**config.mk**
```make
export PLATFORM = sky130hd
export DESIGN_NAME = esp32_mem_arbiter
export DESIGN_NICKNAME = d
export VERILOG_FILES = /design/src/rtl/esp32_mem_arb_pkg.sv /design/src/rtl/esp32_mem_arb_fifo.sv /design/src/rtl/esp32_mem_arbiter.sv
export SDC_FILE = /design/constraint.sdc
export NUM_CORES = 1
export LEC_CHECK = 0
export CAP_MARGIN = 15
export CORE_MARGIN = 1.5
export CORE_UTILIZATION = 45
export CTS_CLUSTER_SIZE = 14
export DETAILED_ROUTE_END_ITERATION = 16
export PLACE_DENSITY = 0.79
export SYNTH_ARGS = -nofsm -noshare
export SYNTH_HDL_FRONTEND = slang
export SYNTH_SLANG_ARGS = --single-unit
```
**constraint.sdc**
```tcl
create_clock -name clk -period 8.7 [get_ports clk]
set_input_delay 1.305 -clock clk [delete_from_list [all_inputs] [get_ports clk]]
set_output_delay 1.305 -clock clk [all_outputs]
set_load 0.02 [all_outputs]
```
**src/rtl/esp32_mem_arb_pkg.sv**
```systemverilog
// Shared types and constants for the ESP32 SPI / client memory arbiter.
// Latency: n/a (types only).
// Backpressure: n/a.
package esp32_mem_arb_pkg;

    localparam int ADDR_W = 24;
    localparam int DATA_W = 8;

    localparam logic [2:0] SPACE_MAIN = 3'd0;

    typedef enum logic {
        OWN_SPI = 1'b0,
        OWN_CLI = 1'b1
    } owner_t;

    typedef enum logic {
        ST_ARB  = 1'b0,
        ST_BUSY = 1'b1
    } state_t;

    typedef struct packed {
        logic [ADDR_W-1:0] addr;
        logic [DATA_W-1:0] data;
    } spi_wr_t;

endpackage

```
**src/rtl/esp32_mem_arb_fifo.sv**
```systemverilog
// Generic synchronous show-ahead FIFO; DEPTH must be a power of 2.
// Latency: push visible at dout/empty one cycle after the push edge.
// Backpressure: push ignored when full, pop ignored when empty.
module esp32_mem_arb_fifo #(
    parameter int WIDTH = 8,
    parameter int DEPTH = 4
) (
    input  logic             clk,
    input  logic             rst,
    input  logic             push,
    input  logic [WIDTH-1:0] din,
    input  logic             pop,
    output logic [WIDTH-1:0] dout,
    output logic             full,
    output logic             empty
);

    localparam int AW = (DEPTH > 1) ? $clog2(DEPTH) : 1;
    localparam int CW = AW + 1;

    logic [WIDTH-1:0] mem [DEPTH];
    logic [AW-1:0]    wr_ptr;
    logic [AW-1:0]    rd_ptr;
    logic [CW-1:0]    cnt;
    logic             do_push;
    logic             do_pop;

    assign do_push = push && !full;
    assign do_pop  = pop && !empty;
    assign full    = (cnt == CW'(DEPTH));
    assign empty   = (cnt == '0);
    assign dout    = mem[rd_ptr];

    always_ff @(posedge clk or posedge rst) begin
        if (rst) begin
            wr_ptr <= '0;
            rd_ptr <= '0;
            cnt    <= '0;
        end else begin
            if (do_push) wr_ptr <= wr_ptr + AW'(1);
            if (do_pop)  rd_ptr <= rd_ptr + AW'(1);
            case ({do_push, do_pop})
                2'b10:   cnt <= cnt + CW'(1);
                2'b01:   cnt <= cnt - CW'(1);
                default: cnt <= cnt;
            endcase
        end
    end

    // Storage carries no reset; pointers alone define occupancy.
    always_ff @(posedge clk) begin
        if (do_push) mem[wr_ptr] <= din;
    end

endmodule

```
**src/rtl/esp32_mem_arbiter.sv**
```systemverilog
// Arbitrates queued SPI writes, one held SPI read and a client port onto one req/ready memory port.
// Latency: SPI write strobe to mem_req 2 cycles; mem_rvalid to spi/cli read strobe 1 cycle.
// Backpressure: none toward SPI (drops set spi_ovf); client held until cli_ack; memory via mem_ready.
module esp32_mem_arbiter
    import esp32_mem_arb_pkg::*;
#(
    parameter int                 SPI_Q_DEPTH = 4,
    parameter int                 RD_TAGS     = 4,
    parameter int                 STARVE_MAX  = 8,
    parameter logic [DATA_W-1:0]  FILL_BYTE   = 8'hFF
) (
    input  logic              clk,
    input  logic              rst,
    input  logic              spi_wr_en,
    input  logic [ADDR_W-1:0] spi_wr_addr,
    input  logic [DATA_W-1:0] spi_wr_data,
    input  logic              spi_rd_req,
    input  logic [2:0]        spi_rd_space,
    input  logic [ADDR_W-1:0] spi_rd_addr,
    output logic              spi_rd_valid,
    output logic [DATA_W-1:0] spi_rd_data,
    output logic              spi_ovf,
    input  logic              cli_req,
    input  logic              cli_we,
    input  logic [ADDR_W-1:0] cli_addr,
    input  logic [DATA_W-1:0] cli_wdata,
    output logic              cli_ack,
    output logic              cli_rvalid,
    output logic [DATA_W-1:0] cli_rdata,
    output logic              mem_req,
    output logic              mem_we,
    output logic [ADDR_W-1:0] mem_addr,
    output logic [DATA_W-1:0] mem_wdata,
    input  logic              mem_ready,
    input  logic              mem_rvalid,
    input  logic [DATA_W-1:0] mem_rdata
);

    localparam int SC_W = $clog2(STARVE_MAX + 1);

    spi_wr_t           wq_din;
    spi_wr_t           wq_dout;
    logic              wq_push;
    logic              wq_pop;
    logic              wq_full;
    logic              wq_empty;

    logic              tag_push;
    logic              tag_pop;
    logic              tag_din;
    logic              tag_dout;
    logic              tag_full;
    logic              tag_empty;

    logic              rd_hold_vld;
    logic [ADDR_W-1:0] rd_hold_addr;
    logic              hold_clr;
    logic              rd_main;
    logic              fill_req;
    logic              fill_defer;

    state_t            st, st_nxt;
    owner_t            owner, owner_nxt;
    logic              req_nxt;
    logic              we_nxt;
    logic [ADDR_W-1:0] addr_nxt;
    logic [DATA_W-1:0] wdata_nxt;
    logic [SC_W-1:0]   starve_cnt, starve_nxt;

    logic              spi_pend;
    logic              spi_cand;
    logic              cli_cand;
    logic              spi_win;
    logic              grant_spi;
    logic              grant_cli;

    logic              ret_vld;
    logic              ret_spi;
    logic              ret_cli;

    assign wq_din   = {spi_wr_addr, spi_wr_data};
    assign wq_push  = spi_wr_en;
    assign rd_main  = spi_rd_req && (spi_rd_space == SPACE_MAIN);
    assign fill_req = spi_rd_req && (spi_rd_space != SPACE_MAIN);

    esp32_mem_arb_fifo #(
        .WIDTH ($bits(spi_wr_t)),
        .DEPTH (SPI_Q_DEPTH)
    ) u_wr_q (
        .clk   (clk),
        .rst   (rst),
        .push  (wq_push),
        .din   (wq_din),
        .pop   (wq_pop),
        .dout  (wq_dout),
        .full  (wq_full),
        .empty (wq_empty)
    );

    esp32_mem_arb_fifo #(
        .WIDTH (1),
        .DEPTH (RD_TAGS)
    ) u_tag_q (
        .clk   (clk),
        .rst   (rst),
        .push  (tag_push),
        .din   (tag_din),
        .pop   (tag_pop),
        .dout  (tag_dout),
        .full  (tag_full),
        .empty (tag_empty)
    );

    always_ff @(posedge clk or posedge rst) begin
        if (rst) begin
            rd_hold_vld  <= 1'b0;
            rd_hold_addr <= '0;
            spi_ovf      <= 1'b0;
        end else begin
            if ((spi_wr_en && wq_full) || (rd_main && rd_hold_vld)) spi_ovf <= 1'b1;
            if (hold_clr) begin
                rd_hold_vld <= 1'b0;
            end else if (rd_main && !rd_hold_vld) begin
                rd_hold_vld  <= 1'b1;
                rd_hold_addr <= spi_rd_addr;
            end
        end
    end

    // The held read waits behind every queued write so SPI sees its own writes.
    assign spi_pend = !wq_empty || rd_hold_vld;
    assign spi_cand = !wq_empty || (rd_hold_vld && !tag_full);
    assign cli_cand = cli_req && (cli_we || !tag_full);
    assign spi_win  = spi_cand && ((starve_cnt == SC_W'(STARVE_MAX)) || !cli_cand);
    assign cli_ack  = (st == ST_BUSY) && (owner == OWN_CLI) && mem_ready;
    assign tag_din  = (owner == OWN_CLI);

    always_comb begin
        st_nxt    = st;
        owner_nxt = owner;
        req_nxt   = mem_req;
        we_nxt    = mem_we;
        addr_nxt  = mem_addr;
        wdata_nxt = mem_wdata;
        wq_pop    = 1'b0;
        hold_clr  = 1'b0;
        tag_push  = 1'b0;
        grant_spi = 1'b0;
        grant_cli = 1'b0;
        case (st)
            ST_ARB: begin
                if (spi_win) begin
                    grant_spi = 1'b1;
                    owner_nxt = OWN_SPI;
                    req_nxt   = 1'b1;
                    st_nxt    = ST_BUSY;
                    if (!wq_empty) begin
                        we_nxt    = 1'b1;
                        addr_nxt  = wq_dout.addr;
                        wdata_nxt = wq_dout.data;
                    end else begin
                        we_nxt    = 1'b0;
                        addr_nxt  = rd_hold_addr;
                        wdata_nxt = '0;
                    end
                end else if (cli_cand) begin
                    grant_cli = 1'b1;
                    owner_nxt = OWN_CLI;
                    req_nxt   = 1'b1;
                    st_nxt    = ST_BUSY;
                    we_nxt    = cli_we;
                    addr_nxt  = cli_addr;
                    wdata_nxt = cli_we ? cli_wdata : '0;
                end
            end
            ST_BUSY: begin
                if (mem_ready) begin
                    req_nxt  = 1'b0;
                    st_nxt   = ST_ARB;
                    tag_push = !mem_we;
                    if (owner == OWN_SPI) begin
                        wq_pop   = mem_we;
                        hold_clr = !mem_we;
                    end
                end
            end
            default: st_nxt = ST_ARB;
        endcase

        starve_nxt = starve_cnt;
        if (!spi_pend || grant_spi) begin
            starve_nxt = '0;
        end else if (grant_cli && spi_cand && (starve_cnt != SC_W'(STARVE_MAX))) begin
            starve_nxt = starve_cnt + SC_W'(1);
        end
    end

    always_ff @(posedge clk or posedge rst) begin
        if (rst) begin
            st         <= ST_ARB;
            owner      <= OWN_SPI;
            mem_req    <= 1'b0;
            mem_we     <= 1'b0;
            mem_addr   <= '0;
            mem_wdata  <= '0;
            starve_cnt <= '0;
        end else begin
            st         <= st_nxt;
            owner      <= owner_nxt;
            mem_req    <= req_nxt;
            mem_we     <= we_nxt;
            mem_addr   <= addr_nxt;
            mem_wdata  <= wdata_nxt;
            starve_cnt <= starve_nxt;
        end
    end

    assign ret_vld = mem_rvalid && !tag_empty;
    assign tag_pop = ret_vld;
    assign ret_spi = ret_vld && !tag_dout;
    assign ret_cli = ret_vld && tag_dout;

    // A memory return beats a same-cycle fill response; the fill slips one cycle.
    always_ff @(posedge clk or posedge rst) begin
        if (rst) begin
            spi_rd_valid <= 1'b0;
            spi_rd_data  <= '0;
            fill_defer   <= 1'b0;
            cli_rvalid   <= 1'b0;
            cli_rdata    <= '0;
        end else begin
            spi_rd_valid <= 1'b0;
            cli_rvalid   <= ret_cli;
            if (ret_cli) cli_rdata <= mem_rdata;
            if (ret_spi) begin
                spi_rd_valid <= 1'b1;
                spi_rd_data  <= mem_rdata;
                fill_defer   <= fill_defer || fill_req;
            end else if (fill_defer || fill_req) begin
                spi_rd_valid <= 1'b1;
                spi_rd_data  <= FILL_BYTE;
                fill_defer   <= fill_defer && fill_req;
            end
        end
    end

endmodule

```
==> reports/qor.txt, run 1 <==
WORST SETUP PATH
---------------------------------------------------------------------------------
Worst setup EP type                                                  primary output
Classification of the worst setup path                               input port to primary output
Largest fanout on the critical path                                             3
Reg2reg setup slack                                                       5.81 ns
Arrival @ worst endpoint                                                  2.55 ns
RR Endpoint                                                          mem_wdata[6]
Reg-to-Reg Start                                                     u_tag_q.cnt[0]
Required arrival time at the worst endpoint                               7.39 ns
Kind of start point of the critical path                               input port
Worst Reg-to-Reg Cells                                                          5

MIN PATH
---------------------------------------------------------------------------------
Launch point of the worst hold path                                    fill_defer
Hold crit path type                                                  register to register
Worst hold stages                                                               1
Endpoint with the worst hold slack                                     fill_defer

CELLS AND AREA
---------------------------------------------------------------------------------
Number of antenna cells inserted                                                0
Layout Area Growth over Synthesis                                           27.5%
Fin util                                                                    59.0%
Number of nets in the layout                                                  906
Share of layout cells above drive strength 1                                16.9%

GLOBAL ROUTING
---------------------------------------------------------------------------------
Total grt overflow                                                              0
Number of global-route vias before repair                                   6,360
First-pass GRT wire length                                              35,500 µm
Total global routing track utilization                                      20.6%
Initial antenna violation count                                                 0
Largest net degree at the start of global routing                              60

ROUTING
---------------------------------------------------------------------------------
Detailed Route WL                                                       23,100 µm
Via count                                                                   6,324
Remaining routing DRC violations                                                0
DRT iter0 DRCs                                                                598
Avg WL per Cell                                                           21.4 µm
1st-pass router iterations                                                      5
Vias per Instance                                                            5.87
Antenna-violating nets left                                                     0

STA
---------------------------------------------------------------------------------
Final Skew                                                              0.0145 ns
Relative slew slack                                                         18.3%
Setup repair after global routing missed its margin                         false
Hold violation count in the final report                                        0
Final worst path period share                                               44.3%
Setup violation total in the final timing report                                0
Final hold slack                                                         0.484 ns
Setup total negative slack                                                   0 ns
Max Transition Viols Final                                                      0
Post-route minimum period                                                 3.85 ns
Highest clock frequency the design can meet                               260 MHz
Transition time at the pin with the least slew margin                     1.22 ns
Final worst-path setup slack                                              4.85 ns

SYNTH
---------------------------------------------------------------------------------
Number of enable-type register cells in the synthesized netlist               132
Unique masters post-synth                                                      52
Number of instances in the synthesized netlist                                631
Register bit count reported by yosys                                          231
Avg Inst Size Synth                                                      15.6 µm²
Mapped Nets                                                                   752
Number of warnings reported in the yosys synthesis log                          0
Sequential area share after synthesis                                       65.6%
Post-synth ARST share                                                       42.9%
Prevailing post-synth register cell                                  sky130_fd_sc_hd__edfxtp_1
Netlist Area Pre-Place                                                   9820 µm²

CLOCK TREE
---------------------------------------------------------------------------------
CTS Hold Bufs                                                                   0
Clock buffer count from CTS                                                    24
Clock latency of the later-clocked register in the worst-skew pair        0.52 ns
Clock tree root buffer cell                                          sky130_fd_sc_hd__clkbuf_16
Number of gates given a new drive strength after cts                            0
Reg clk slew, reported paths                                              0.06 ns
# H-tree levels                                                                 1
CTS tree                                                                      yes
Clock tree sinks                                                              231
Deepest clock path buffer count                                                 3
Post-CTS setup buffer count                                                     0

OUTCOME
---------------------------------------------------------------------------------
Result of the run                                                    finished clean

POWER
---------------------------------------------------------------------------------
Power per cell area                                                    348 nW/µm²
IR drop worst, VDD                                                         199 µV
Leak                                                                      4.50 nW

FLOORPLAN
---------------------------------------------------------------------------------
Total I/O pin count                                                           161
Starting density of the core                                                46.3%
Die footprint                                                          22,700 µm²
Horizontal die dimension                                                   151 µm
Area inside the core boundary                                          21,200 µm²
Placement row count                                                            53
Die Y                                                                      151 µm

PLACED DESIGN
---------------------------------------------------------------------------------
Routability Congestion                                                      0.766
IO Port Bufs                                                                  160
Placement-stage worst setup slack                                         4.40 ns
DP Wirelength                                                           14,900 µm

RUN
---------------------------------------------------------------------------------
Number of max-cap violations                                                    0

-- cell usage after synthesis (18+ instances only) --
cell,number,share of area (%)
sky130_fd_sc_hd__o31a_1,25,2.2
sky130_fd_sc_hd__o21ai_0,32,1.6
sky130_fd_sc_hd__dfrtp_1,99,25
sky130_fd_sc_hd__a21oi_1,30,1.5
sky130_fd_sc_hd__mux4_2,33,7.6
sky130_fd_sc_hd__mux2_2,37,4.2
sky130_fd_sc_hd__inv_1,19,0.73
sky130_fd_sc_hd__a211oi_1,24,1.8
sky130_fd_sc_hd__o31ai_1,26,2.0
sky130_fd_sc_hd__clkbuf_1,28,1.1
sky130_fd_sc_hd__nand3_1,18,0.92
sky130_fd_sc_hd__edfxtp_1,132,40
-- flip-flops by register name, indices dropped and copies added (netlist names), 4 cells and up --
register / cells
u_wr_q.mem: 128
mem_addr: 24
rd_hold_addr: 24
cli_rdata: 8
mem_wdata: 8
spi_rd_data: 8
starve_cnt: 4
u_tag_q.mem: 4
-- metal layers --
metal	GRT usage (%)	wire, µm	vias to the layer above
met5	0	0	-
met4	6.89	648	0
met3	3.30	1970	43
met2	33.7	11100	292
met1	28.2	9410	3178
li1	-	-	2811
-- metrics by stage --
| stage | instance area (µm²) | total power, mW | instances |
|---|---|---|---|
| final | 12500 | 4.35 | 1078 |
| after global routing | 12500 | 4.57 | 1078 |
| after CTS | 12500 | 4.37 | 1076 |
| after detailed placement | 11700 | 3.30 | 1032 |
| after global placement | 11700 | 3.25 | 1032 |
| after floorplan | 9820 | 2.72 | 631 |
-- placed cells by master (no fill, tap or decap), types with 3 or more instances in the layout --
master and instances:
sky130_fd_sc_hd__a211oi_1 24, sky130_fd_sc_hd__a21oi_1 30, sky130_fd_sc_hd__a31oi_1 3, sky130_fd_sc_hd__and2_1 5, sky130_fd_sc_hd__and2_2 4, sky130_fd_sc_hd__buf_4 8, sky130_fd_sc_hd__bufinv_16 3, sky130_fd_sc_hd__clkbuf_1 7
sky130_fd_sc_hd__clkbuf_16 26, sky130_fd_sc_hd__clkbuf_8 3, sky130_fd_sc_hd__clkdlybuf4s50_1 160, sky130_fd_sc_hd__clkinv_2 3, sky130_fd_sc_hd__dfrtp_1 97, sky130_fd_sc_hd__edfxtp_1 132, sky130_fd_sc_hd__ha_1 12, sky130_fd_sc_hd__inv_1 18
sky130_fd_sc_hd__mux2_2 37, sky130_fd_sc_hd__mux2_4 3, sky130_fd_sc_hd__mux4_2 33, sky130_fd_sc_hd__nand2_1 10, sky130_fd_sc_hd__nand3_1 18, sky130_fd_sc_hd__nand4_1 3, sky130_fd_sc_hd__nor2_1 6, sky130_fd_sc_hd__nor3_1 3
sky130_fd_sc_hd__o211ai_1 8, sky130_fd_sc_hd__o21ai_0 32, sky130_fd_sc_hd__o22a_1 8, sky130_fd_sc_hd__o311ai_0 8, sky130_fd_sc_hd__o31a_1 25, sky130_fd_sc_hd__o31ai_1 26, sky130_fd_sc_hd__xnor2_1 6, sky130_fd_sc_hd__xor2_1 6
-- layout make-up --
type | count | area (µm²)
clock buffer | 36 | 718
clock inverter | 8 | 113
fill | 1670 | 8700
inverter | 20 | 77.6
multi-input combinational | 338 | 3130
sequential | 231 | 6440
tap | 275 | 344
timing repair buffer | 170 | 1690
-- worst max-delay path: stages --
cell and delay [ns]:
sky130_fd_sc_hd__clkdlybuf4s50_1 0.49, sky130_fd_sc_hd__and3_1 0.16, sky130_fd_sc_hd__clkdlybuf4s50_1 0.59
-- where the power goes --
| group | leakage, nW | internal (mW) | switching [mW] |
|---|---|---|---|
| Clock | 0.408 | 0.658 | 0.408 |
| Combinational | 1.71 | 0.730 | 0.802 |
| Sequential | 2.38 | 1.52 | 0.231 |
| Total | 4.50 | 2.91 | 1.44 |
-- worst max-delay path by stage --
stage / from / depth (start not counted) / to
finish: mem_ready / 3 / cli_ack
global route: mem_ready / 3 / cli_ack
CTS: mem_ready / 3 / cli_ack
detailed placement: cli_we / 6 / mem_wdata[6]
global placement: cli_we / 6 / mem_wdata[4]
floorplan: rst / 1 / cli_rdata[0]
-- logic make-up after synthesis --
family / after synthesis / synth area share [%]
multiplexers: 75 / 12.5
AND/OR/NAND/NOR: 67 / 3.96
buffers and inverters: 62 / 2.85
AO/OA/AOI/OAI: 170 / 12.1
XOR/XNOR: 12 / 1.07
adder cells (fa/ha/maj): 14 / 1.94
flip-flops: 231 / 65.6
No activity file was read; power rests on OpenSTA's default activity.
==> run 2, diff against run 1 <==
- PLACE_DENSITY: 0.79 -> 0.82
- clock period: 8.7 -> 3.4 ns (I/O delays scaled with it)
==> run 2 against run 1 <==
Effect of this change:
- die area unchanged
- worst setup slack got worse by 4.0 ns
- power increased to 2.5 times the previous value
- clock skew decreased by 0.0074 ns
- non-clock buffer count increased by 12
- clock-buffer cell count decreased by 8
- sequential power increased to 2.6 times the previous value
- sequential share of layout area decreased by 0.20 points
- cell area increased by 0.38%
- register-to-register slack got worse by 4.9 ns
- via count increased by 0.57%
- critical path type is now register to primary output
- largest cell class unchanged
==> reports/qor.txt, run 2 (same netlist as run 1, synthesis figures left out) <==
FLOORPLAN
---------------------------------------------------------------------------------
Die Y                                                                      151 µm   unchanged
Starting density of the core                                                46.3%   unchanged
Area inside the core boundary                                          21,200 µm²   unchanged
Placement row count                                                            53   unchanged
Total I/O pin count                                                           161   unchanged
Horizontal die dimension                                                   151 µm   unchanged
Die footprint                                                          22,700 µm²   unchanged

STA
---------------------------------------------------------------------------------
Post-route minimum period                                                 2.57 ns
Final worst-path setup slack                                             0.828 ns   -4.02 ns
Setup violation total in the final timing report                                0   unchanged
Setup repair after global routing missed its margin                         false
Final worst path period share                                               75.7%
Max Transition Viols Final                                                      0   unchanged
Relative slew slack                                                         40.1%   +22 points
Hold violation count in the final report                                        0   unchanged
Final Skew                                                             0.00711 ns   -0.00737 ns
Highest clock frequency the design can meet                               389 MHz
Transition time at the pin with the least slew margin                    0.899 ns   -0.324 ns
Setup total negative slack                                                   0 ns   unchanged

WORST SETUP PATH
---------------------------------------------------------------------------------
Largest fanout on the critical path                                            29   +26
RR Endpoint                                                                    st
Classification of the worst setup path                               register to primary output
Arrival @ worst endpoint                                                  2.06 ns   -0.49 ns
Last element of the critical path                                         cli_ack
Reg2reg setup slack                                                       0.90 ns   -4.91 ns
Kind of start point of the critical path                                 register
Max stage delay on crit path                                              0.63 ns   +0.04 ns
Worst Reg-to-Reg Cells                                                          5   unchanged
Launch point of the critical path                                              st
Required arrival time at the worst endpoint                               2.89 ns   -4.50 ns
Slowest stage cell, crit path                                        sky130_fd_sc_hd__clkdlybuf4s50_1
Crit path cell chain                                                 buf_4, and3_1, clkdlybuf4s50_1
Worst setup EP type                                                  primary output
Reg-to-Reg Start                                                     u_tag_q.cnt[0]

GLOBAL ROUTING
---------------------------------------------------------------------------------
Largest net degree at the start of global routing                              59   -1.7%
Number of global-route vias before repair                                   6,591   +3.6%
Total grt overflow                                                              0   unchanged
First-pass GRT wire length                                              36,700 µm   +3.5%
Total global routing track utilization                                      21.3%   +0.73 points
Initial antenna violation count                                                 1   +1

POWER
---------------------------------------------------------------------------------
Leak                                                                      4.54 nW   +0.85%
IR drop worst, VDD                                                         492 µV   +150%
Power per cell area                                                    878 nW/µm²   +150%

CELLS AND AREA
---------------------------------------------------------------------------------
Share of layout cells above drive strength 1                                18.2%   +1.2 points
Leading registers by flop count                                      u_wr_q.mem x128, mem_addr x24, rd_hold_addr x24
Largest reg by FF count                                                u_wr_q.mem
Number of non-filler instances in the completed layout                      1,091   +1.2%
Top library cells by usage in the layout, fill and taps aside        sky130_fd_sc_hd__clkdlybuf4s50_1 (160), sky130_fd_sc_hd__edfxtp_1 (132), sky130_fd_sc_hd__dfrtp_1 (97)
Layout Area Growth over Synthesis                                           28.0%
Number of flip-flops under the largest register name                          128   unchanged
Number of nets in the layout                                                  918   +1.3%
Fill cell instance count of the final layout                                1,632   -2.3%
Most common cell after layout, fill and taps aside                   sky130_fd_sc_hd__clkdlybuf4s50_1

CLOCK TREE
---------------------------------------------------------------------------------
CTS tree                                                                      yes
Clock tree sinks                                                              231   unchanged
Post-CTS setup buffer count                                                     0   unchanged
Clock latency of the later-clocked register in the worst-skew pair        0.51 ns   about the same
Deepest clock path buffer count                                                 3   unchanged
# H-tree levels                                                                 1   unchanged
CTS Hold Bufs                                                                   0   unchanged
Number of gates given a new drive strength after cts                            0   unchanged
Clock tree root buffer cell                                          sky130_fd_sc_hd__clkbuf_16
Reg clk slew, reported paths                                              0.06 ns   about the same
Clock buffer count from CTS                                                    24   unchanged

MIN PATH
---------------------------------------------------------------------------------
Hold crit path type                                                  register to register
Launch point of the worst hold path                                    fill_defer

PLACED DESIGN
---------------------------------------------------------------------------------
Dpl cells                                                                   1,046   +1.4%
DP Wirelength                                                           15,500 µm   +4.6%
Placement-stage worst setup slack                                        0.418 ns   -3.98 ns
IO Port Bufs                                                                  160   unchanged
Routability Congestion                                                      0.780   +1.8%

ROUTING
---------------------------------------------------------------------------------
Vias per Instance                                                            5.83   -0.63%
Avg WL per Cell                                                           21.5 µm   +0.44%
Detailed Route WL                                                       23,500 µm   +1.6%
DRT iter0 DRCs                                                                539   -9.9%
1st-pass router iterations                                                      5   unchanged
Via count                                                                   6,360   +0.57%
Remaining routing DRC violations                                                0   unchanged
Antenna-violating nets left                                                     0   unchanged

OUTCOME
---------------------------------------------------------------------------------
Result of the run                                                    finished clean

RUN
---------------------------------------------------------------------------------
Number of max-cap violations                                                    0   unchanged

## run 2: cell count changes in the layout (fill, tap and decap cells not counted), moves of 3 or more
cell | before | now
sky130_fd_sc_hd__buf_4 | 8 | 20
sky130_fd_sc_hd__clkinv_1 | 2 | 6
sky130_fd_sc_hd__clkbuf_1 | 7 | 2
sky130_fd_sc_hd__clkinv_2 | 3 | 6
## run 2: power breakdown
group | internal, mW | switching [mW] | total, mW
combinational | 1.92 | 2.01 | 3.93
clock | 1.51 | 1.04 | 2.55
sequential | 3.88 | 0.662 | 4.55
total | 7.31 | 3.71 | 11.0
## run 2: worst min path at each step
stage                      end  cells after the start
detailed placement  fill_defer                      1
CTS                 fill_defer                      1
global route        fill_defer                      1
floorplan           fill_defer                      1
global placement    fill_defer                      1
finish              fill_defer                      1
## run 2: critical path: cells and delay by family (launching register included)
kind / cells / cell delay (ns)
buf+inv: 2 / 0.94
flops: 1 / 0.34
simple gates: 1 / 0.27
## run 2: layout make-up
class	instances	area [µm²]	share of cell area, %
clock buffers	28	647	5.15
clock inverters	16	129	1.03
well taps	275	344	2.74
multi-input cells	338	3130	24.9
flip-flops and latches	231	6440	51.3
repair buffers	182	1790	14.3
diodes	1	2.50	0.0199
inverters	20	77.6	0.617
## run 2: metal layers
layer  part of all wire, %  vias up  global-route usage [%]
met2                    49      313                    35.1
met5                     0        -                       0
met4                   2.6        0                    6.17
met3                   8.6       47                    4.94
li1                      -     2829                       -
met1                    40     3171                    28.3
## run 2: metrics by stage
stage	hold WS [ns]	utilization, %	area (µm²)	total power, mW
6_report	0.470	59.2	12600	11.0
5_1_grt	0.478	59.2	12600	11.6
4_1_cts	0.472	59.2	12600	11.1
3_5_place_dp	0.458	55.5	11800	8.54
3_3_place_gp	0.452	55.5	11800	8.39
2_1_floorplan	0.440	-	9820	6.96
